<file path="config.mk">
export PLATFORM = sky130hd
export DESIGN_NAME = axi_bresp_gen
export DESIGN_NICKNAME = d
export VERILOG_FILES = /design/src/rtl/axi_bresp_gen.sv
export SDC_FILE = /design/constraint.sdc
export NUM_CORES = 1
export LEC_CHECK = 0
export CELL_PAD_IN_SITES_DETAIL_PLACEMENT = 0
export CELL_PAD_IN_SITES_GLOBAL_PLACEMENT = 1
export CORE_ASPECT_RATIO = 0.7
export CORE_UTILIZATION = 42
export CTS_CLUSTER_SIZE = 24
export DETAILED_ROUTE_END_ITERATION = 6
export HOLD_SLACK_MARGIN = 0.12
export PLACE_DENSITY = 0.76
export SETUP_SLACK_MARGIN = 0.2
export SYNTH_ARGS = -nofsm -noshare
export SYNTH_HDL_FRONTEND = slang
export SYNTH_SLANG_ARGS = --single-unit
</file>
<file path="constraint.sdc">
create_clock -name rclk -period 2.2 [get_ports rclk]
set_input_delay 0.22 -clock rclk [delete_from_list [all_inputs] [get_ports rclk]]
set_output_delay 0.22 -clock rclk [all_outputs]
set_load 0.02 [all_outputs]
</file>
<file path="src/rtl/axi_bresp_gen.sv">
// AXI write-response generator: queues burst commands, folds the per-beat AHB HRESP
// values of each burst into one BRESP, and presents it on the AXI B channel.
module axi_bresp_gen #(
   parameter int ID_W      = 4,
   parameter int LEN_W     = 8,
   parameter int CMD_DEPTH = 4
) (
   input  logic             rclk,
   input  logic             reset,
   input  logic             cmd_valid,
   output logic             cmd_ready,
   input  logic [ID_W-1:0]  cmd_id,
   input  logic [LEN_W-1:0] cmd_len,
   output logic             resp_rd_en,
   input  logic [1:0]       resp_data,
   input  logic             resp_empty,
   output logic             bvalid,
   input  logic             bready,
   output logic [ID_W-1:0]  bid,
   output logic [1:0]       bresp,
   output logic             busy
);

   localparam int PTR_W = $clog2(CMD_DEPTH);
   localparam int CNT_W = $clog2(CMD_DEPTH + 1);

   typedef enum logic [1:0] {
      IDLE,
      COLLECT,
      RESP
   } state_t;

   state_t state, state_nxt;

   logic [ID_W-1:0]  q_id  [CMD_DEPTH];
   logic [LEN_W-1:0] q_len [CMD_DEPTH];
   logic [PTR_W-1:0] wr_ptr, rd_ptr;
   logic [CNT_W-1:0] count;
   logic             push, pop, q_empty;

   logic [ID_W-1:0]  cur_id;
   logic [LEN_W-1:0] beats_left;
   logic             err;

   assign q_empty   = (count == '0);
   assign cmd_ready = (count != CNT_W'(CMD_DEPTH));
   assign push      = cmd_valid & cmd_ready;
   assign busy      = (state != IDLE) | ~q_empty;

   // ---------------- command queue ----------------
   always_ff @(posedge rclk) begin
      if (push) begin
         q_id[wr_ptr]  <= cmd_id;
         q_len[wr_ptr] <= cmd_len;
      end
   end

   always_ff @(posedge rclk) begin
      if (reset) begin
         wr_ptr <= '0;
         rd_ptr <= '0;
         count  <= '0;
      end else begin
         if (push) wr_ptr <= wr_ptr + PTR_W'(1);
         if (pop)  rd_ptr <= rd_ptr + PTR_W'(1);
         case ({push, pop})
            2'b10:   count <= count + CNT_W'(1);
            2'b01:   count <= count - CNT_W'(1);
            default: count <= count;
         endcase
      end
   end

   // ---------------- FSM ----------------
   always_ff @(posedge rclk) begin
      if (reset) state <= IDLE;
      else       state <= state_nxt;
   end

   always_comb begin
      state_nxt  = state;
      pop        = 1'b0;
      resp_rd_en = 1'b0;
      bvalid     = 1'b0;
      case (state)
         IDLE: begin
            if (!q_empty) begin
               pop       = 1'b1;
               state_nxt = COLLECT;
            end
         end
         COLLECT: begin
            resp_rd_en = ~resp_empty;
            if (!resp_empty && beats_left == '0) state_nxt = RESP;
         end
         RESP: begin
            bvalid = 1'b1;
            // Back-to-back bursts: the next command is popped on the handshake itself.
            if (bready) begin
               if (!q_empty) begin
                  pop       = 1'b1;
                  state_nxt = COLLECT;
               end else begin
                  state_nxt = IDLE;
               end
            end
         end
         default: state_nxt = IDLE;
      endcase
   end

   // ---------------- burst datapath ----------------
   always_ff @(posedge rclk) begin
      if (reset) begin
         cur_id     <= '0;
         beats_left <= '0;
         err        <= 1'b0;
      end else if (pop) begin
         cur_id     <= q_id[rd_ptr];
         beats_left <= q_len[rd_ptr];
         err        <= 1'b0;
      end else if (resp_rd_en) begin
         err <= err | (resp_data != 2'b00);
         if (beats_left != '0) beats_left <= beats_left - LEN_W'(1);
      end
   end

   assign bid   = bvalid ? cur_id : '0;
   assign bresp = (bvalid && err) ? 2'b10 : 2'b00;

endmodule

</file>
* Word level (Yosys, flattened, before mapping) *
Memory sizes are Yosys's and may differ from the RTL's. A register that Yosys moved wholly into a read port is not among the register bits.
Index checks and enable logic that the tools add are counted.
Widths: inputs -> output; s select.

word-level totals
  memories = 2
  output and inout bits = 10
  register bits after elaboration = 18
  input bits = 19
  bits in latches = 0
  RAM bits = 48
  word-level logic and storage cells = 61
  ROM bits = 0

cells by class
  reduce and logical (&&, ||, !) cells = 15
  muxes and demuxes = 20
  shifts and indexed selects = 0
  divide/modulo/power cells = 0
  multipliers = 0
  order comparisons = 0
  equal/unequal tests = 8
  add/subtract/negate cells = 5
  bitwise logic cells = 5

memories
  name   depth  width  read ports  clocked after memory_dff  write ports  line  text
  q_len  4      8      1           1                         1            36    logic [LEN_W-1:0] q_len [CMD_DEPTH];
  q_id   4      4      1           1                         1            35    logic [ID_W-1:0] q_id [CMD_DEPTH];

operator list
  kind                 count
  $mux 8               3
  $mux 2               6
  $reduce_bool 2->1    5
  $logic_not 8->1      1
  $reduce_bool 8->1    1
  $sub 8x1->8 const B  1
  $mux 1               7
  $ne 2x2->1 const B   3
  $pmux 2 s3           1
  $pmux 3 s2           1
  $add 2x1->2 const B  2
  $eq 2x1->1 const B   2
  $eq 2x2->1 const B   2
  $mux 4               1
  $add 3x1->3 const B  1
  $logic_not 3->1      1
  $ne 3x3->1 const B   1
  $reduce_and 3->1     1
  $sub 3x1->3 const B  1
  $logic_and 1x1->1    2
  $logic_not 2->1      1
  $not 1->1            2
  $or 1x1->1           2
  $pmux 1 s2           1
  other kinds (4)      4

* Depth between registers and ports, before layout *
  word-level depth = 6
  depth in mapped cells = 10
  gate-level depth less buffers = 8

* Worst setup path after synthesis *
OpenSTA, ideal clock, no wires.

  path kind = flip-flop to flip-flop
  start point = register count[0]
  end point = register count[2]
  clock period less this slack = 2425 ps
  data arrival time = 2355 ps
  stages on the path, launching flop included = 11
  path slack = -225 ps
  path buffers = 2
  setup time = 70 ps
  data required time = 2130 ps
  cells stage by stage = dfxtp_1 > nor3_1 > or3_1 > clkbuf_1 > inv_1 > buf_2 > ha_1 > fa_1 > xnor2_1 > or3_1 > a21oi_1

on the way
  cells in the longest elaborated chain, start to end = 6
  elaborated cells on any way between the ends = 12
  those cells by class = add/sub (2); eq/ne (3); mux (4); bitwise (1); reduce/logical (2)

RTL lines
  element                                                 line     text
  start, declared                                         38       logic [CNT_W-1:0] count;
  start signal, assigned                                  67       2'b10: count <= count + CNT_W'(1);
  start signal, assigned                                  68       2'b01: count <= count - CNT_W'(1);
  start signal, assigned                                  69       default: count <= count;
  $logic_not 3->1                                         45       assign q_empty = (count == '0);
  $mux 1                                                  87, 100
  $mux 1                                                  99       if (bready) begin
  $pmux 1 s2                                              85       case (state)
  $eq 2x1->1 / $eq 2x2->1 (equally long branches)         66       case ({push, pop})
  $pmux 3 s2 / $reduce_bool 2->1 (equally long branches)  --

Several ways; a longest one is shown, not always the timed one.
A chain may end at the register's enable or synchronous reset.

* Final worst setup path *
  start point = register count[2]
  end point = register count[2]

The elaborated chain is that of the path after synthesis.

==> results by stage <==
Run status:
- The flow ran to the end, and the final reports show no timing, DRC or antenna violations.

Timing:
- The worst hold slack across all endpoints is 451 ps.
- The relative slew slack is 0.599.
- At the pin with the least slew margin, the transition time is 600 ps.
- The smallest clock period supported by the final layout is computed as 1970 ps.
- The maximum clock rate is 507 MHz.
- Across the routed clock network, the largest skew measured is 8.79 ps.
- Setup repair after global routing could not meet its margin everywhere.
- The aggregate negative setup slack is 0 ps.
- The number of setup violations in the final report is 0.
- The number of hold violations in the final report is 0.
- The final-report max-slew violation count is 0.
- The share of the cycle needed by the critical path after routing is 0.897.

Clocking:
- The number of H-tree branching levels is 3.
- After clock tree synthesis, the flow added hold-fix buffers numbering 0.
- The number of buffers inserted by post-CTS setup repair is 0.
- In this run the deepest clock path goes through 2 buffers.
- For the worst-skew pair, the clock arrives at the later sink with an insertion delay of 350 ps.
- Clock tree synthesis found a total of 72 sinks.
- Clock tree synthesis selected as its root buffer the cell sky130_fd_sc_hd__clkbuf_8.
- TritonCTS created 9 clock buffers.
- The clock tree from TritonCTS is built.
- The clock-pin slew on the worst setup and hold paths is 80 ps.

GRT:
- The number of antenna violations at the first check in global routing is 0.
- The wire length of the first global-routing pass is 8660 um.
- The number of global-route vias before repair is 1729.
- The overflow left after global routing is 0.
- The total global routing track utilization is 0.164.
- The maximum number of pins on one net before global-route repair is 17.

Detailed routing:
- The final antenna-violating net count is 0.
- The DRC violation count after routing is 0.
- The final wirelength is 5460 um.
- After the first detailed-routing iteration, the DRC count stood at 103.
- The first-pass detailed-route iteration total is 4.
- The routed wire length per instance is 15.7 um.
- The detailed router placed 1763 vias in this run.
- Using the TritonRoute via totals, the vias-per-cell ratio works out to 5.08.

Worst setup path:
- The critical path is of the flop to flop type.
- The endpoint required time on the critical path is 2470 ps.
- Counting cells, the worst reg-to-reg path comes to 8.
- The biggest fanout along the worst timing path is 6.
- The worst reg-to-reg setup slack is 230 ps.
- For the worst setup path, the data arrival time is 2250 ps.
- The worst setup path is launched from a flop.
- The worst setup path is captured at a flop.
- The endpoint identified for the worst register-to-register timing path is count[2]$_SDFFE_PP0P_.
- The launching point of the worst reg2reg path is count[2]$_SDFFE_PP0P_.

Finish:
- For this run, the number of standard cells in the final layout without fillers is 347.
- The total number of nets in the final design is 275.
- The final cell utilization of the core is 0.535.
- The layout-stage area growth over the synthesis result is 21.9%.
- The repair_antennas step left the layout with diodes totalling 0.
- The share of post-route cells with drive strength above 1 is 0.206.

Hold path:
- The class of the worst hold path is flop to flop.
- The worst hold path passes through 2 cells.
- The end of the worst hold path is cur_id[0]$_SDFFE_PP0N_.
- The startpoint identified for the worst hold timing path is cur_id[0]$_SDFFE_PP0N_.

Synth:
- The number of nets in the synthesized netlist is 241.
- Sorting the synthesized cells by area gives the leading types as sky130_fd_sc_hd__edfxtp_1, sky130_fd_sc_hd__dfxtp_1, sky130_fd_sc_hd__mux4_2.
- The post-synthesis register bit count is 72.
- The cell count after synthesis came out at 214.
- The post-synthesis sequential area ratio is 0.642.
- Yosys printed 0 warnings.
- Summing every instance area after synthesis gives 2990 um2.
- The cell taking the most area after synthesis is sky130_fd_sc_hd__edfxtp_1.
- The average size of a mapped cell is 14.0 um2.
- The share of Yosys cell area claimed by the top area cell type is 0.482.
- The number of distinct library cells after synthesis is 40.

Pwr:
- The worst-case IR drop observed on VDD is 0.552 mV.
- The cell leakage power is 0.00128 uW.
- The power per unit of standard cell area is 1270 nW/um2.

Floorplanning:
- For this configuration, the core starts out at a cell density of 0.439.
- The initialized floorplan defines 25 standard-cell rows.
- The floorplan step set the die width to 103 um.
- The placeable core area is 6820 um2.
- The vertical die dimension is 72.6 um.
- During I/O placement, the number of pins put on the boundary was 29.
- The floorplan step defined a die boundary enclosing 7470 um2.

Place:
- Routability-driven placement finished with a final weighted congestion of 0.734.
- After legalization and detailed placement, the total HPWL measured 3720 um.
- The number of placed instances with taps included is 331.
- The count of input and output buffers is 27.

Run:
- The tool flagged a number of max-cap violations equal to 0.
[power breakdown]
group | leakage (uW) | total, uW | switching [uW] | internal (uW)
registers | 0.000639 | 1980 | 262 | 1720
clock network | 0.000107 | 1130 | 493 | 638
logic | 0.000535 | 1540 | 794 | 746
total | 0.00128 | 4650 | 1550 | 3100
[critical path, cell delays in order (launching register included)]
cell                      delay, ps
sky130_fd_sc_hd__dfxtp_4        360
sky130_fd_sc_hd__or3b_4         260
sky130_fd_sc_hd__and2_4         160
sky130_fd_sc_hd__inv_2           50
sky130_fd_sc_hd__ha_4           160
sky130_fd_sc_hd__fa_2           330
sky130_fd_sc_hd__xnor2_1        140
sky130_fd_sc_hd__or3_1          330
sky130_fd_sc_hd__a21oi_2        110
[cell usage after synthesis]
master and instances:
sky130_fd_sc_hd__edfxtp_1 48, sky130_fd_sc_hd__dfxtp_1 24, sky130_fd_sc_hd__nor2_1 17, sky130_fd_sc_hd__nand2_1 16
sky130_fd_sc_hd__a21oi_1 12, sky130_fd_sc_hd__mux4_2 12, sky130_fd_sc_hd__inv_1 9, sky130_fd_sc_hd__clkbuf_1 7
sky130_fd_sc_hd__ha_1 7, sky130_fd_sc_hd__and2_1 6, sky130_fd_sc_hd__nor3_1 6, sky130_fd_sc_hd__xnor2_1 5
sky130_fd_sc_hd__and3_1 4, sky130_fd_sc_hd__buf_2 4, sky130_fd_sc_hd__a211oi_1 3, sky130_fd_sc_hd__nand4_1 3
sky130_fd_sc_hd__xor2_1 3, sky130_fd_sc_hd__a31oi_1 2, sky130_fd_sc_hd__mux2i_1 2, sky130_fd_sc_hd__o21ai_0 2
sky130_fd_sc_hd__o311ai_0 2, sky130_fd_sc_hd__or3_1 2, sky130_fd_sc_hd__a2111o_1 1, sky130_fd_sc_hd__a2111oi_2 1
sky130_fd_sc_hd__and4_4 1, sky130_fd_sc_hd__buf_4 1, sky130_fd_sc_hd__conb_1 1, sky130_fd_sc_hd__fa_1 1
sky130_fd_sc_hd__nor2b_1 1, sky130_fd_sc_hd__nor3b_1 1, sky130_fd_sc_hd__nor4_1 1, sky130_fd_sc_hd__nor4b_1 1
sky130_fd_sc_hd__o2111a_1 1, sky130_fd_sc_hd__o2111ai_1 1, sky130_fd_sc_hd__o21a_4 1, sky130_fd_sc_hd__o221ai_1 1
sky130_fd_sc_hd__or2_2 1, sky130_fd_sc_hd__or3b_1 1, sky130_fd_sc_hd__or3b_2 1, sky130_fd_sc_hd__or4_1 1
[layout make-up]
type / instances / area [um2]
Inverter: 9 / 33.8
Tap cell: 94 / 118
Multi-Input combinational cell: 121 / 1020
Fill cell: 588 / 3170
Sequential cell: 72 / 1930
Clock inverter: 7 / 93.8
Timing Repair Buffer: 35 / 327
Clock buffer: 9 / 124
[flip-flops by register name, indices dropped and copies added (netlist names), named ones only]
name,count
rd_ptr,2
beats_left,8
cur_id,4
count,3
q_id,16
wr_ptr,2
err,1
state,2
q_len,32
[routing by layer]
layer  up-vias  wire [um]  global-route usage  part of all wire
met5         -          0                   0                 0
li1        863          -                   -                 -
met4         0         57              0.0563             0.010
met2        43       2370               0.235              0.43
met3         9        290              0.0565             0.053
met1       848       2750               0.233              0.50
[cell families (layout without fill, tap and decap cells)]
kind of cell,count (synthesis),after routing,synth area share
adders and majority gates,8,8,0.0360
DFF,72,72,0.642
AOI/OAI and AO/OA,27,27,0.0644
and+or+nand+nor,63,63,0.107
muxes,14,14,0.0970
other,1,1,0.00125
buffers and inverters,21,60,0.0293
xor gates and xnor gates,8,8,0.0234
[repair_timing]
| item | CTS | global route |
|---|---|---|
| pin swaps | 0 | 1 |
| endpoints found under the setup margin | 9 | 3 |
| resized for setup | 11 | 3 |
| endpoints found under the hold margin | 0 | 0 |
[through the flow]
stage / worst slack (ps) / instance area (um2) / power (uW)
2_1_floorplan: 151 / 3040 / 3150
3_5_place_dp: 43.6 / 3420 / 3520
4_1_cts: 197 / 3640 / 4680
3_3_place_gp: 67.4 / 3420 / 3490
5_1_grt: 149 / 3650 / 4930
6_report: 226 / 3650 / 4650
[placed cells by master, fill, tap and decap left out, drive strengths merged, types with 2 or more instances in the layout]
master         instances
edfxtp                48
dfxtp                 24
clkdlybuf4s50         21
nor2                  17
nand2                 16
mux4                  12
a21oi                 12
inv                   10
clkbuf                 9
buf                    8
ha                     7
and2                   6
nor3                   6
xnor2                  5
dlygate4sd2            5
and3                   4
xor2                   3
a211oi                 3
nand4                  3
clkinv                 3
or3                    2
or3b                   2
o21ai                  2
o311ai                 2
mux2i                  2
a31oi                  2
bufinv                 2
[worst max-delay path by stage]
stage | from | to | slack, ps | depth (start not counted)
after floorplan | count[0]$_SDFFE_PP0P_ | count[2]$_SDFFE_PP0P_ | 150 | 10
after global placement | cmd_valid | count[2]$_SDFFE_PP0P_ | 70 | 8
after detailed placement | cmd_valid | count[2]$_SDFFE_PP0P_ | 40 | 8
after CTS | state[0]$_SDFFE_PP0P_ | resp_rd_en | 200 | 2
after global routing | count[2]$_SDFFE_PP0P_ | count[2]$_SDFFE_PP0P_ | 150 | 8
final | count[2]$_SDFFE_PP0P_ | count[2]$_SDFFE_PP0P_ | 230 | 8
Power figures use the tool's default switching activity.
